===== src/rtl/bcg_vram_writer.sv =====
// bcg_vram_writer: queues background-RAM write commands in a small FIFO and
// plays them out as single-byte writes, gated by the blanking write window.
module bcg_vram_writer #(
    parameter int DEPTH  = 4,
    parameter int STRIDE = 1
) (
    input  logic        clk,
    input  logic        rst,
    input  logic        cmd_valid,
    output logic        cmd_ready,
    input  logic [1:0]  cmd_op,
    input  logic [12:0] cmd_data,
    input  logic        wr_allow,
    output logic        we,
    output logic [12:0] waddr,
    output logic [7:0]  wdata,
    output logic        busy
);

    localparam int          AW   = $clog2(DEPTH);
    localparam logic [AW:0] FULL = (AW + 1)'(DEPTH);
    localparam logic [12:0] STEP = 13'(STRIDE);

    localparam logic [1:0] OP_SETADDR = 2'd0;
    localparam logic [1:0] OP_WRITE   = 2'd1;
    localparam logic [1:0] OP_SETVAL  = 2'd2;
    localparam logic [1:0] OP_FILL    = 2'd3;

    typedef enum logic {IDLE = 1'b0, FILL = 1'b1} state_t;

    state_t state, state_nxt;

    // command FIFO: {op, data} per entry
    logic [14:0]   mem [DEPTH];
    logic [AW-1:0] rd_idx, wr_idx;
    logic [AW:0]   count;
    logic          push, pop;
    logic [1:0]    head_op;
    logic [12:0]   head_data;

    // execution datapath
    logic [12:0] ptr, cnt;
    logic [7:0]  val;
    logic        issue, ld_ptr, ld_val, ld_cnt;
    logic [7:0]  issue_data;

    // ready depends on the registered count only, so a same-cycle pop never
    // opens a slot early
    assign cmd_ready = (count < FULL);
    assign push      = cmd_valid & cmd_ready;
    assign head_op   = mem[rd_idx][14:13];
    assign head_data = mem[rd_idx][12:0];
    assign busy      = (count != '0) | (state == FILL) | we;

    // FIFO storage: contents need no reset, count alone defines validity
    always_ff @(posedge clk) begin
        if (push) mem[wr_idx] <= {cmd_op, cmd_data};
    end

    // FIFO indices and occupancy
    always_ff @(posedge clk or negedge rst) begin
        if (!rst) begin
            rd_idx <= '0;
            wr_idx <= '0;
            count  <= '0;
        end else begin
            if (push) wr_idx <= wr_idx + 1'b1;
            if (pop)  rd_idx <= rd_idx + 1'b1;
            case ({push, pop})
                2'b10:   count <= count + 1'b1;
                2'b01:   count <= count - 1'b1;
                default: count <= count;
            endcase
        end
    end

    // state register
    always_ff @(posedge clk or negedge rst) begin
        if (!rst) state <= IDLE;
        else      state <= state_nxt;
    end

    // next-state: FILL entered on pop of a FILL, left on the cnt==0 write
    always_comb begin
        state_nxt = state;
        case (state)
            IDLE: if (count != '0 && head_op == OP_FILL) state_nxt = FILL;
            FILL: if (wr_allow && cnt == '0)             state_nxt = IDLE;
            default: state_nxt = IDLE;
        endcase
    end

    // FSM outputs: pop/load/issue controls; FIFO is frozen while filling
    always_comb begin
        pop        = 1'b0;
        issue      = 1'b0;
        ld_ptr     = 1'b0;
        ld_val     = 1'b0;
        ld_cnt     = 1'b0;
        issue_data = val;
        case (state)
            IDLE: begin
                if (count != '0) begin
                    case (head_op)
                        OP_SETADDR: begin pop = 1'b1; ld_ptr = 1'b1; end
                        OP_SETVAL:  begin pop = 1'b1; ld_val = 1'b1; end
                        OP_WRITE: begin
                            if (wr_allow) begin
                                pop        = 1'b1;
                                issue      = 1'b1;
                                issue_data = head_data[7:0];
                            end
                        end
                        default:    begin pop = 1'b1; ld_cnt = 1'b1; end
                    endcase
                end
            end
            FILL:    issue = wr_allow;
            default: issue = 1'b0;
        endcase
    end

    // pointer, fill value, fill counter and the registered write port
    always_ff @(posedge clk or negedge rst) begin
        if (!rst) begin
            ptr   <= '0;
            val   <= '0;
            cnt   <= '0;
            we    <= 1'b0;
            waddr <= '0;
            wdata <= '0;
        end else begin
            if (ld_ptr)     ptr <= head_data;
            else if (issue) ptr <= ptr + STEP;
            if (ld_val) val <= head_data[7:0];
            if (ld_cnt)                          cnt <= head_data;
            else if (state == FILL && issue)     cnt <= cnt - 1'b1;
            we <= issue;
            if (issue) begin
                waddr <= ptr;
                wdata <= issue_data;
            end
        end
    end

endmodule


===== config.mk =====
export PLATFORM = sky130hd
export DESIGN_NAME = bcg_vram_writer
export DESIGN_NICKNAME = d
export VERILOG_FILES = /design/src/rtl/bcg_vram_writer.sv
export SDC_FILE = /design/constraint.sdc
export NUM_CORES = 1
export LEC_CHECK = 0
export CAP_MARGIN = 5
export CORE_UTILIZATION = 25
export DETAILED_ROUTE_END_ITERATION = 7
export PLACE_DENSITY = 0.51
export SYNTH_ARGS = -nofsm -noshare
export SYNTH_HDL_FRONTEND = slang
export SYNTH_SLANG_ARGS = --single-unit

===== constraint.sdc =====
create_clock -name clk -period 3.75 [get_ports clk]
set_clock_uncertainty 0.15 [all_clocks]
set_input_delay 0.75 -clock clk [delete_from_list [all_inputs] [get_ports clk]]
set_output_delay 0.75 -clock clk [all_outputs]
set_load 0.02 [all_outputs]

**Yosys cells after proc, flatten, opt, wreduce, memory -nomap -nowiden**

Memory sizes are Yosys's and may differ from the RTL's.
Index checks and enable logic that the tools add are counted.

- Register bits after elaboration: 64
- Bits in writable memories: 60
- Bits of input ports: 19
- Output and inout bits: 24
- Logic and storage cells: 67
- Memories: 1

Memory list:

| name | words | bits a word | rd ports | clocked after Yosys merged registers in | write ports | line | text |
|---|---|---|---|---|---|---|---|
| mem | 4 | 15 | 1 | 0 | 1 | 34 | `logic [14:0] mem [DEPTH];` |

- $add $sub $neg: 6
- Order comparisons: 1
- Equal/unequal tests: 5
- Muxes and demuxes: 30
- Bitwise logic cells: 4
- Reductions and logical operators: 10

Operators with widths:

| kind | count |
|---|---|
| 2-to-1 mux 13 bit | 4 |
| 2-to-1 mux 8 bit | 4 |
| 2-to-1 mux 1 bit | 19 |
| adder 13 x 1 -> 13 bit (second input constant) | 1 |
| logical NOT 13 bit | 1 |
| subtractor 13 x 1 -> 13 bit (second input constant) | 1 |
| == test 2 bit (second input constant) | 3 |
| one-hot mux 3 bit (2 select lines) | 1 |
| nonzero test 2 bit | 3 |
| adder 2 x 1 -> 2 bit (second input constant) | 2 |
| == test 2 x 1 -> 1 bit (second input constant) | 2 |
| one-hot mux 1 bit (2 select lines) | 2 |
| adder 3 x 1 -> 3 bit (second input constant) | 1 |
| logical AND 1 bit | 3 |
| < comparator 3 bit (second input constant) | 1 |
| nonzero test 3 bit | 1 |
| OR reduction 3 bit | 1 |
| subtractor 3 x 1 -> 3 bit (second input constant) | 1 |
| logical NOT 2 bit | 1 |
| bitwise OR 1 bit | 2 |
| bitwise AND 1 bit | 1 |
| inverter 1 bit | 1 |

**Longest topological paths before layout**

Gate-level depths: netlist (run 1).
An unclocked memory read counts as a cell.

- Word-level depth: 8
- Mapped depth: 10
- Gate-level depth less buffers: 9

**Least setup slack after synthesis (run 1)**

No wires, ideal clock.

- Path type: register to register
- Start point: register rd_idx[0]
- End point: register count[2]
- Library setup time: 80 ps
- Data arrival time: 2,445 ps
- Data required time: 3,520 ps
- Setup slack: 1,075 ps
- Stages on the path, launching flop included: 11
- Path buffers: 1
- Clock period less this slack: 2,675 ps
- Cell sequence: dfrtp_1 -> buf_6 -> mux4_2 -> nor2b_1 -> a21boi_1 -> ha_1 -> inv_1 -> fa_1 -> xor2_1 -> nor2_1 -> xnor2_1

- Longest elaborated chain between the ends: 7
- Elaborated cells on any way between the ends: 9
- Classes of those cells: eq/ne: 3; mux: 4; reduce/logical: 1; memory: 1

RTL lines:

| element | line | text |
|---|---|---|
| start: declaration | 35 | `logic [AW-1:0] rd_idx, wr_idx;` |
| start signal: assignment | 68 | `if (pop) rd_idx <= rd_idx + 1'b1;` |
| memory read (4 x 15 bit) * | - |  |
| == test 2 x 1 -> 1 bit * | 104 | `case (head_op)` |
| 2-to-1 mux 1 bit * | 104 |  |
| 2-to-1 mux 1 bit * | 103 | `if (count != '0) begin` |
| 2-to-1 mux 1 bit * | 101 | `case (state)` |
| net pop | 37 | `logic push, pop;` |
| == test 2 x 1 -> 1 bit or == test 2 bit (tied branches) | 69 | `case ({push, pop})` |
| one-hot mux 3 bit (2 select lines) or nonzero test 2 bit (tied branches) | - |  |
| end signal: assignment | 70 | `2'b10: count <= count + 1'b1;` |
| end signal: assignment | 71 | `2'b01: count <= count - 1'b1;` |
| end signal: assignment | 72 | `default: count <= count;` |
| end: declaration | 36 | `logic [AW:0] count;` |

The timed path passes the listed nets; every way through them passes the cells marked *.
A chain may end at the register's enable or synchronous reset.

**Worst setup path in the final report (run 1)**

- Start point: register rd_idx[1]
- End point: register count[2]

Same word-level chain as after synthesis.

==> impl_metrics.yaml, run 1 <==
routing:
  first_pass_iters: 4
  drt_iter0_markers: 259
  vias_per_cell: 4.56
  ant_nets: 0
  drc: 0
  wl_per_cell_um: 15.7
  wl_um: 11500
  vias: 3332
clocking:
  root_buffer: "clkbuf_16"
  cts_hold_buf: 0
  cts_max_level: 4
  post-cts-setup-buffers: 0
  insertion_delay_ns: 0.41
  numCtsBuffers: 17
  cts_tree: "built"
  path_clk_slew_ns: 0.06
  clock_path_buffers: 2
  cts_resized: 0
  cts.sinks: 124
timing:
  slew_headroom_pct: 36.9
  finalSetupTns_ns: 0
  rsz0062_at_grt: "false"
  max_freq_mhz: 345
  hold_viol: 0
  post-route-min-period_ns: 2.90
  fin_crit_sh_pct: 77.2
  final_max_slew_viol_count: 0
  worstMarginPinSlew_ns: 0.943
  setup_viol: 0
grt:
  grt_pass1_wl_um: 19000
  antenna_found_initial: 0
  use_met1_pct: 15.0
  met3_usage_pct: 3.67
  gr-usage-all-layers_pct: 11.5
  grt_pass1_vias: 3426
  globalRouteMet2Util_pct: 17.7
  grt_overflow_total: 0
  top_usage_layer: "met2"
  grt_max_degree: 38
floorplan:
  chipHeight_um: 148
  core_area_mm2: 0.0210
  rows: 53
  pin_count: 43
  die_w_um: 148
  dieArea_mm2: 0.0219
  start_util_pct: 25.4
run:
  maxCapViolCount: 0
logic_synthesis:
  yosys.area_share.simple_pct: 9.77
  yosysWarnings: 0
  seq_area_frac_synth_pct: 63.8
  synth-main-ff-cell: "dfrtp_1"
  syn-cell-area_mm2: 0.00533
  yosysUniqueCellTypes: 53
  ys_seq_elements: 124
  synth_area_per_cell_um2: 13.8
  synth_mux_area_share_pct: 11.1
  ys_async_sr_fraction_pct: 51.6
  synthCells: 386
  synthXorXnorAreaFrac_pct: 2.46
  synth_edf_count: 60
  synth_fp_nets: 414
  synth_top_family_by_area: "multiplexers"
  synth-compound-area-share_pct: 7.91
  synthAdderAreaFrac_pct: 2.25
setup_path:
  r2r_setup_slack_ns: 0.85
  cp-end-kind: "flip-flop"
  cp.arrival_ns: 3.09
  crit_required_ns: 3.94
  path_class: "flip-flop to flip-flop"
  critPathMaxFanout: 9
  start_kind: "flip-flop"
min_path:
  hold_class: "input pin to async pin"
final_layout:
  layout_common_cells: "dfrtp_1, edfxtp_1, nand2_1"
  n_antenna_cell: 0
  fillers: 2121
  final_util_pct: 31.7
  layout_commonest_cell: "dfrtp_1"
  drive_gt1_share_pct: 17.8
  layout.nets: 470
  area_growth_pct: 24.6
pwr:
  p_per_area_mw_per_mm2: 644
  peakVddDrop_v: 0.000279
  leakage_nw: 2.36
placed_design:
  routabilityCongestion: 0.846
  hpwl_um: 8050
  portBuffers: 42
outcome:
  status: "completed"
==> sequential cells by signal, indices dropped and copies added, names as in the netlist <==
register  count
ptr          13
rd_idx        2
val           8
wr_idx        2
mem          60
waddr        13
count         3
wdata         8
state         1
we            1
cnt          13
==> final timing paths <==
| kind | from | endpoint | depth (start not counted) |
|---|---|---|---|
| worst max-delay path | rd_idx[1]$_DFFE_PN0P_ | count[2]$_DFFE_PN0P_ | 10 |
| worst min-delay path | rst | ptr[11]$_DFFE_PN0P_ | 1 |
| worst max register to register | rd_idx[1]$_DFFE_PN0P_ | count[2]$_DFFE_PN0P_ | 10 |
| worst min register to register | waddr[7]$_DFFE_PN0P_ | waddr[7]$_DFFE_PN0P_ | 1 |
| max in group asynchronous | rst | cnt[3]$_DFFE_PN0P_ | 2 |
| min in group clk | waddr[7]$_DFFE_PN0P_ | waddr[7]$_DFFE_PN0P_ | 1 |
==> synthesized netlist by cell type (2+ instances only) <==
master,count,share of area [%]
dfrtp_1,64,30
edfxtp_1,60,34
nand2_1,46,3.2
o21ai_0,20,1.9
inv_1,15,1.1
mux4_2,15,6.3
nor2_1,15,1.1
mux2_2,14,3.0
nand3_1,13,1.2
xnor2_1,9,1.5
ha_1,8,1.9
o22ai_1,7,0.82
buf_2,6,0.56
clkbuf_1,6,0.42
mux2_1,6,1.3
o311ai_1,6,0.99
xor2_1,6,0.99
nor3_1,5,0.47
o211ai_1,5,0.70
and2_1,4,0.47
o21ai_1,4,0.38
a31oi_1,3,0.35
and3_1,3,0.35
mux2i_1,3,0.56
nand2b_1,3,0.35
nor2b_1,3,0.35
nor4_1,3,0.35
or2_2,3,0.35
buf_6,2,0.42
nand4_1,2,0.23
o221ai_1,2,0.33
o311ai_0,2,0.33
o41ai_1,2,0.33
or4_1,2,0.28
==> area by class of cell <==
class	count	area (um^2)	share of cell area, %
inverter	15	56.3	0.848
clock buffer	20	467	7.03
tap	275	344	5.18
multi-input combinational	231	1790	26.9
clock inverter	12	86.3	1.30
sequential	124	3400	51.2
timing repair buffer	53	498	7.50
==> cell families after synthesis <==
family,after synthesis
flip-flops,124
AND/OR/NAND/NOR,107
AO/OA/AOI/OAI,62
multiplexers,38
buffers and inverters,31
XOR/XNOR,15
adder cells (fa/ha/maj),9
==> worst max-delay path, stage by stage, from the launching register on <==
cell and delay [ns]:
dfrtp_1 0.54, buf_4 0.26, mux4_2 0.33, nor2b_1 0.09, a21boi_1 0.37, ha_1 0.26
inv_1 0.06, fa_1 0.37, xor2_1 0.15, nor2_1 0.11, xnor2_1 0.12
==> metal layers <==
| layer | vias up | share of wire (%) |
|---|---|---|
| li1 | 1552 | - |
| met1 | 1677 | 46 |
| met2 | 90 | 47 |
| met3 | 13 | 5.0 |
| met4 | 0 | 1.7 |
| met5 | - | 0 |
==> power by group <==
group          switching (mW)  internal, mW  leakage [nW]
Sequential              0.200          1.72          1.30
Combinational           0.461         0.398         0.799
Clock                   0.597         0.899         0.266
Total                    1.26          3.02          2.36
==> per-stage QoR <==
stage / instances / total power [mW] / setup WS, ns / instance area (um^2) / hold WS [ns]
finish: 730 / 4.28 / 0.854 / 6640 / 0.270
CTS: 730 / 4.33 / 0.785 / 6640 / 0.279
global placement: 698 / 2.78 / 0.861 / 6090 / 0.323
detailed placement: 698 / 2.82 / 0.776 / 6090 / 0.329
global route: 730 / 4.51 / 0.646 / 6640 / 0.324
floorplan: 386 / 2.43 / 1.07 / 5330 / 0.304
No activity file was read; power rests on OpenSTA's default activity.
==> run 2, diff against run 1 <==
- PLACE_DENSITY: 0.51 -> 0.52
- clock period: 3.75 -> 2.6 ns (I/O delays scaled with it)
==> run 2 against run 1 <==
  * Sequential power up 45%
  * Via count rose by 0.36%
  * Combinational power grew 46%
  * Sequential share of layout area down 1.1 points
  * Die area is the same
  * Global-route usage rose by 0.21 points
  * Hold slack lost 0.22 ns
  * Non-clock buffer count increased by 12
  * Fmax is 16% higher
  * Routed wire length increased by 1.1%
  * First-iteration DRC count down 10%
  * Largest cell class unchanged
  * Highest routed layer unchanged
==> impl_metrics.yaml, run 2 (synthesized netlist as in run 1, its figures left out) <==
setup_path:
  cp-end-kind: "flip-flop"
  critPathMaxFanout: 3
  cp.arrival_ns: 2.68
  cp_slowest_cell: "mux4_2"
  slowest_delay_ns: 0.53
  path_class: "flip-flop to flip-flop"
  worstPathCellList: "mux4_2, nor2b_1, a21boi_2, ha_2, inv_1, fa_1, xor2_1, nor2_1, xnor2_1"
  start_kind: "flip-flop"
  crit_required_ns: 2.78
floorplan:
  start_util_pct: 25.4
  dieArea_mm2: 0.0219
  die_w_um: 148
  chipHeight_um: 148
  core_area_mm2: 0.0210
  rows: 53
  pin_count: 43
clocking:
  clock_path_buffers: 2
  cts_max_level: 4
  path_clk_slew_ns: 0.05
  cts_tree: "built"
  numCtsBuffers: 17
  insertion_delay_ns: 0.42
  cts_hold_buf: 0
  root_buffer: "clkbuf_16"
  cts.sinks: 124
timing:
  max_freq_mhz: 400
  fin_ws_ns: 0.101
  finalSetupTns_ns: 0
  final_max_slew_viol_count: 0
  fin_crit_sh_pct: 96.1
  worstMarginPinSlew_ns: 0.771
  hold_viol: 0
  post-route-min-period_ns: 2.50
  slew_headroom_pct: 48.6
  setup_viol: 0
  rsz0062_at_grt: "true"
final_layout:
  finalNonFillerCells: 742
  fin_area_mm2: 0.00679
  drive_gt1_share_pct: 19.9
  seqCellArea_mm2: 0.00340
  fillers: 2138
  largest_register_ffs: 60
  multi_input_comb_area_mm2: 0.00180
  area_growth_pct: 27.3
  n_antenna_cell: 0
  layout_commonest_cell: "dfrtp_1"
  layout.nets: 482
  top_register: "mem"
  layout_common_cells: "dfrtp_1, edfxtp_1, nand2_1"
routing:
  m1WireLength_um: 5210
  drt_iter0_markers: 233
  vias: 3344
  first_pass_iters: 4
  highest_layer: "met4"
  wl_met3_um: 577
  ant_nets: 0
  vias_per_cell: 4.51
  drc: 0
  wl_met2_um: 5760
  wl_um: 11600
  wl_per_cell_um: 15.6
placed_design:
  post-place-ws_ns: 0.103
  dp.cells: 709
  portBuffers: 42
  routabilityCongestion: 0.816
  placed_cell_area_mm2: 0.00619
  hpwl_um: 8230
grt:
  grt_pass1_vias: 3486
  grt_overflow_total: 0
  antenna_found_initial: 0
  gr-usage-all-layers_pct: 11.7
  grt_max_degree: 34
  grt_pass1_wl_um: 19000
outcome:
  status: "completed"
min_path:
  hold_class: "input pin to async pin"
pwr:
  leakage_nw: 2.43
  p_per_area_mw_per_mm2: 928
  finalPower_mw: 6.30
  peakVddDrop_v: 0.000453
run:
  maxCapViolCount: 0
==> run 2: metrics by stage <==
step / hold WS (ns) / utilization (%)
global placement: 0.320 / 29.5
CTS: 0.0444 / 32.3
floorplan: 0.0744 / -
detailed placement: 0.326 / 29.5
finish: 0.0483 / 32.4
global route: 0.0703 / 32.4
==> run 2: report_power, final <==
group	leakage, nW	total [mW]	internal [mW]	switching [mW]
Sequential	1.30	2.78	2.49	0.290
Clock	0.272	2.27	1.46	0.812
Combinational	0.864	1.25	0.593	0.660
Total	2.43	6.30	4.54	1.76
==> run 2: critical path, delay by kind of cell, from the launching register on <==
family	cells	cell delay, ns
adders and majority gates	2	0.58
AOI/OAI and AO/OA	1	0.16
buffers and inverters	1	0.05
DFF	1	0.39
xor gates and xnor gates	2	0.27
muxes	1	0.53
and+or+nand+nor	2	0.29
==> run 2: path summary, 6_finish.rpt <==
check,cells past startpoint,end,slack [ns],start
worst max-delay path,9,count[2]$_DFFE_PN0P_,0.10,rd_idx[0]$_DFFE_PN0P_
worst min-delay path,1,waddr[12]$_DFFE_PN0P_,0.05,rst
worst max register to register,9,count[2]$_DFFE_PN0P_,0.10,rd_idx[0]$_DFFE_PN0P_
worst min register to register,2,wdata[4]$_DFFE_PN0P_,0.33,wdata[4]$_DFFE_PN0P_
max in group asynchronous,2,ptr[11]$_DFFE_PN0P_,1.61,rst
min in group clk,2,wdata[4]$_DFFE_PN0P_,0.33,wdata[4]$_DFFE_PN0P_
==> run 2: what timing repair did <==
action                     4_1_cts  5_1_grt
resized for setup                1        2
buffers inserted                 0        1
setup endpoints to repair        1        2
==> run 2: layout make-up <==
| type | instances | share of cell area, % |
|---|---|---|
| inverter | 15 | 0.830 |
| multi-input combinational | 231 | 26.5 |
| clock buffer | 22 | 6.84 |
| timing repair buffer | 65 | 8.89 |
| tap | 275 | 5.07 |
| sequential | 124 | 50.1 |
| clock inverter | 10 | 1.73 |
==> run 2: layer usage <==
metal | vias to the layer above | global-route usage [%]
met4 | 0 | 3.56
met3 | 4 | 4.07
met5 | - | 0
met1 | 1674 | 15.0
li1 | 1586 | -
met2 | 80 | 18.5
==> variant 1 (flow settings as in run 2) <==
Make the reset (`rst`) synchronous in 3 clocked blocks.
--- a/src/rtl/bcg_vram_writer.sv
+++ b/src/rtl/bcg_vram_writer.sv
@@ -58,7 +58,7 @@
     end
 
     // FIFO indices and occupancy
-    always_ff @(posedge clk or negedge rst) begin
+    always_ff @(posedge clk) begin
         if (!rst) begin
             rd_idx <= '0;
             wr_idx <= '0;
@@ -75,7 +75,7 @@
     end
 
     // state register
-    always_ff @(posedge clk or negedge rst) begin
+    always_ff @(posedge clk) begin
         if (!rst) state <= IDLE;
         else      state <= state_nxt;
     end
@@ -121,7 +121,7 @@
     end
 
     // pointer, fill value, fill counter and the registered write port
-    always_ff @(posedge clk or negedge rst) begin
+    always_ff @(posedge clk) begin
         if (!rst) begin
             ptr   <= '0;
             val   <= '0;
Function: differs if rst is asserted again (counterexample within 4 cycles, from zero or initial values and one cycle with rst low); with rst held inactive, the same outputs for 4 cycles.
==> variant 1 against run 2 <==
Fmax down 3.8%. Critical path type unchanged. Highest routed layer unchanged. Worst hold slack gained 250 ps. Worst setup slack worse by 99 ps. Final area about the same. Area after synthesis rose by 0.94%. Routed wire length is 3.3% higher. Sequential cell count grew 2.
Power is not compared: it rests on default switching activity, and its combinational part moved more than twofold at a synthesized area within 25%.
==> variant 1: results (changes against run 2) <==
stage	metric	value	unit	change
cts	clk buf depth	2		unchanged
layout	# fillers	2093		-2.1%
critical_path	R2R Path Start	mem[3][13]		
sta	pin slew with the least headroom to its limit	763.6	ps	-7.645 ps
route	drt first-iter violations	216		-7.3%
global_routing	overall routing resource usage	0.1176		+0.0006024
layout	max FFs per register	60		unchanged
outcome	status	completed		
critical_path	Worst Path Max Fanout	2		-1
worst_hold_path	Worst Hold Class	reg -> reg		
power	VDD IR-drop max	0.4666	mV	
global_routing	first-pass GRT wire length	19.55	mm	+2.9%
yosys	Synth cell types	62		+17%
yosys	Async SR Flop Fraction	0		-0.5161
global_routing	vias in the first global route	3622		+3.9%
route	wire per inst	14.92	µm	-4.6%
route	First-pass DRT Iterations	4		unchanged
critical_path	reg-to-reg endpoint	count[2]		
layout	Final #Nets	543		+13%
critical_path	CP top delay family	simple AND/OR/NAND/NOR gates		
placement	DP HPWL	8.339	mm	+1.3%
yosys	Synth top cells by count	dfxtp_1 (66), edfxtp_1 (60), nor2_1 (51), nand2_1 (41), a21oi_1 (32)		
cts	H-tree depth	4		unchanged
placement	GPL Wtd Cong	0.7761		-4.9%
critical_path	R2R Setup Slk	2	ps	-100 ps
yosys	Yosys warning total	0		unchanged
global_routing	largest net degree at the start of global routing	28		-18%
yosys	sequential fraction of the synthesis area	0.5805		-0.05803
yosys	most instantiated library cell after synthesis	dfxtp_1		
yosys	post-synthesis net count	485		+17%
critical_path	crit path launch type	flip-flop		
route	Vias	3703		+11%
critical_path	Slowest Stage Delay on Critical Path	500	ps	-30 ps
critical_path	CP Capture Type	flip-flop		
layout	layout cell share with drive strength beyond 1	0.1667		-0.03248
critical_path	Crit-path slowest cell	mux4_2		
yosys	Area contributors post-synth	edfxtp_1 (33%), dfxtp_1 (25%), mux4_2 (6.3%), nor2_1 (3.6%), a21oi_1 (3.0%)		
[variant 1: how the worst min path moves through the flow]
stage | from | slack, ps | cells past startpoint | to
3_5_place_dp | waddr[7] | 300 | 2 | waddr[7]
2_1_floorplan | ptr[12] | 290 | 2 | ptr[12]
3_3_place_gp | waddr[12] | 290 | 2 | waddr[12]
5_1_grt | waddr[2] | 320 | 2 | waddr[2]
6_report | waddr[8] | 300 | 2 | waddr[8]
4_1_cts | waddr[7] | 310 | 2 | waddr[7]
[variant 1: layout make-up]
class,instances,share of cell area
Inverter,17,0.009399
Clock inverter,15,0.02046
Multi-Input combinational cell,288,0.3076
Tap cell,275,0.05068
Clock buffer,17,0.06266
Sequential cell,126,0.4602
Timing Repair Buffer,65,0.08902
[variant 1: worst min-delay path, cell delays in order, from the launching register on]
cell and delay, ps:
dfxtp_1 300, nand2_1 50, a21oi_1 50
[variant 1: logic make-up (layout without fill, tap and decap cells)]
family	after synthesis	in the layout	synth area share
simple gates	151	151	0.1356
compound gates	91	91	0.1226
xor+xnor	11	11	0.01791
flops	126	126	0.5805
fa+ha+maj	9	9	0.02233
mux	26	26	0.08372
buf+inv	43	114	0.03744
[variant 1: report_power, final]
part / switching, mW / total, mW / internal [mW]
Sequential: 0.275 / 2.74 / 2.46
Clock: 0.902 / 2.23 / 1.32
Combinational: 1.43 / 2.53 / 1.10
[variant 1: timing repair]
item                       4_1_cts  5_1_grt
gates resized for setup          2        0
pin swaps                        1        0
hold buffers                     0        0
setup endpoints to repair        2        1
[variant 1: per-layer routing]
metal / part of all wire / track usage / up-vias
met5: 0 / 0 / -
met4: 0.0079 / 0.04536 / 0
met3: 0.055 / 0.03405 / 8
met2: 0.46 / 0.1827 / 84
met1: 0.47 / 0.1537 / 1791
li1: - / - / 1820
[variant 1: metrics by stage]
step           setup TNS (ps)  utilization  instance area (µm²)  setup WS [ps]  cells
2_1_floorplan          -190.9            -                 5403         -160.8    457
3_3_place_gp           -212.9       0.2950                 6221         -171.9    771
3_5_place_dp           -263.9       0.2950                 6221         -202.9    771
4_1_cts                -16.55       0.3219                 6789         -16.55    803
5_1_grt                -122.2       0.3219                 6789         -122.2    803
6_report                    0       0.3219                 6789          1.644    803
==> variant 2 (flow settings as in run 2) <==
Without the edit above. The parameter `DEPTH` goes from 4 to 8.
--- a/src/rtl/bcg_vram_writer.sv
+++ b/src/rtl/bcg_vram_writer.sv
@@ -1,7 +1,7 @@
 // bcg_vram_writer: queues background-RAM write commands in a small FIFO and
 // plays them out as single-byte writes, gated by the blanking write window.
 module bcg_vram_writer #(
-    parameter int DEPTH  = 4,
+    parameter int DEPTH  = 8,
     parameter int STRIDE = 1
 ) (
     input  logic        clk,
Function: changed (Yosys sat finds a counterexample within 10 cycles, from zero or initial values and one cycle with rst low).
==> variant 2 against run 2 <==
Largest power group unchanged. Power is 10% higher. Count of clock-buffer cells in the layout fell by 5. Critical path depth is 2 higher. Area after synthesis increased by 48%. Final area increased by 45%. Routed wire length rose by 49%. Sequential cell count rose by 63. Core utilization down 0.30 points. Worst setup slack got worse by 260 ps. The flow now finishes with violations (negative setup slack).
==> variant 2: results (changes against run 2) <==
stage	metric	value	unit	change
global_routing	GRT met1 Usage	0.1482		-0.002033
outcome	failing checks	negative setup slack		
route	First-pass DRT Iterations	8		+4
layout	Non-clk invs	13		-2
layout	buffering overhead	0.09765		+0.008790
critical_path	Crit path arrival time	2920	ps	+240 ps
yosys	Area contributors post-synth	edfxtp_1 (46%), dfrtp_1 (21%), mux4_2 (8.0%), mux2_2 (3.3%), nand2_1 (1.9%)		
layout	FFs & Latches	187		+51%
power	P_leak	3.367	nW	+38%
layout	clock-cell share of area	0.05821		-0.02752
sta	Slew headroom	0.6472		+0.1614
yosys	sequential fraction of the synthesis area	0.6714		+0.03294
outcome	status	complete, but fails checks		
floorplanning	Die X	179.4	µm	+21%
layout	total area of sequential cells	5281	µm²	+55%
route	drt first-iter violations	371		+59%
layout	# fillers	3049		+43%
route	met2 wire len	8.392	mm	+46%
yosys	Mapped Cells	509		+32%
sta	# setup viols final	3		+3
power	VDD IR-drop max	0.4246	mV	-6.2%
placement	Placed Cells	976		+38%
critical_path	worst reg2reg path depth	11		+2
layout	count of multi-input gates	287		+24%
placement	pre-CTS WS	-176.1	ps	-278.7 ps
sta	setup ws final	-158.9	ps	-259.8 ps
global_routing	first-pass GRT wire length	26.57	mm	+40%
layout	fin cells	1010		+36%
yosys	Synth top cells by count	edfxtp_1 (120), dfrtp_1 (67), nand2_1 (39), mux4_2 (28), nor3_1 (26)		
placement	dpl cell area	9259	µm²	+50%
worst_hold_path	Worst Hold Class	reg -> reg		
layout	Non-clk bufs	96		+48%
route	DRT met1 WL	8.000	mm	+54%
placement	GPL Wtd Cong	0.8179		+0.20%
power	Cell Pwr Density	705.1	nW/µm²	-24%
power	Seq group	3.61	mW	+30%
yosys	Async SR Flop Fraction	0.3583		-0.1578
==> variant 2: cell count changes in the layout (fill, tap and decap cells not counted), moves of 7 or more <==
| cell | change |
|---|---|
| inv_8 | +7 |
| buf_12 | +10 |
| mux2i_1 | +8 |
| mux2_2 | +9 |
| or3_1 | +10 |
| nand2_1 | -7 |
| o311ai_0 | +8 |
| edfxtp_1 | +60 |
| mux4_2 | +13 |
| nor3_1 | +18 |
| o211ai_1 | +8 |
| buf_4 | +19 |
==> variant 2: cells by family after synthesis <==
family                     Yosys count  share of synthesized area
DFF                                187                     0.6714
and+or+nand+nor                    136                    0.08735
muxes                               65                     0.1319
AOI/OAI and AO/OA                   64                    0.06030
buffers and inverters               35                    0.01973
xor gates and xnor gates            14                    0.01559
adders and majority gates            8                    0.01368
==> variant 2: what timing repair did <==
item,4_1_cts,5_1_grt
gates resized for setup,7,3
setup buffers,2,0
hold buffers,1,0
cloned,0,0
pin swaps,0,1
hold endpoints to repair,19,0
endpoints found under the setup margin,4,6
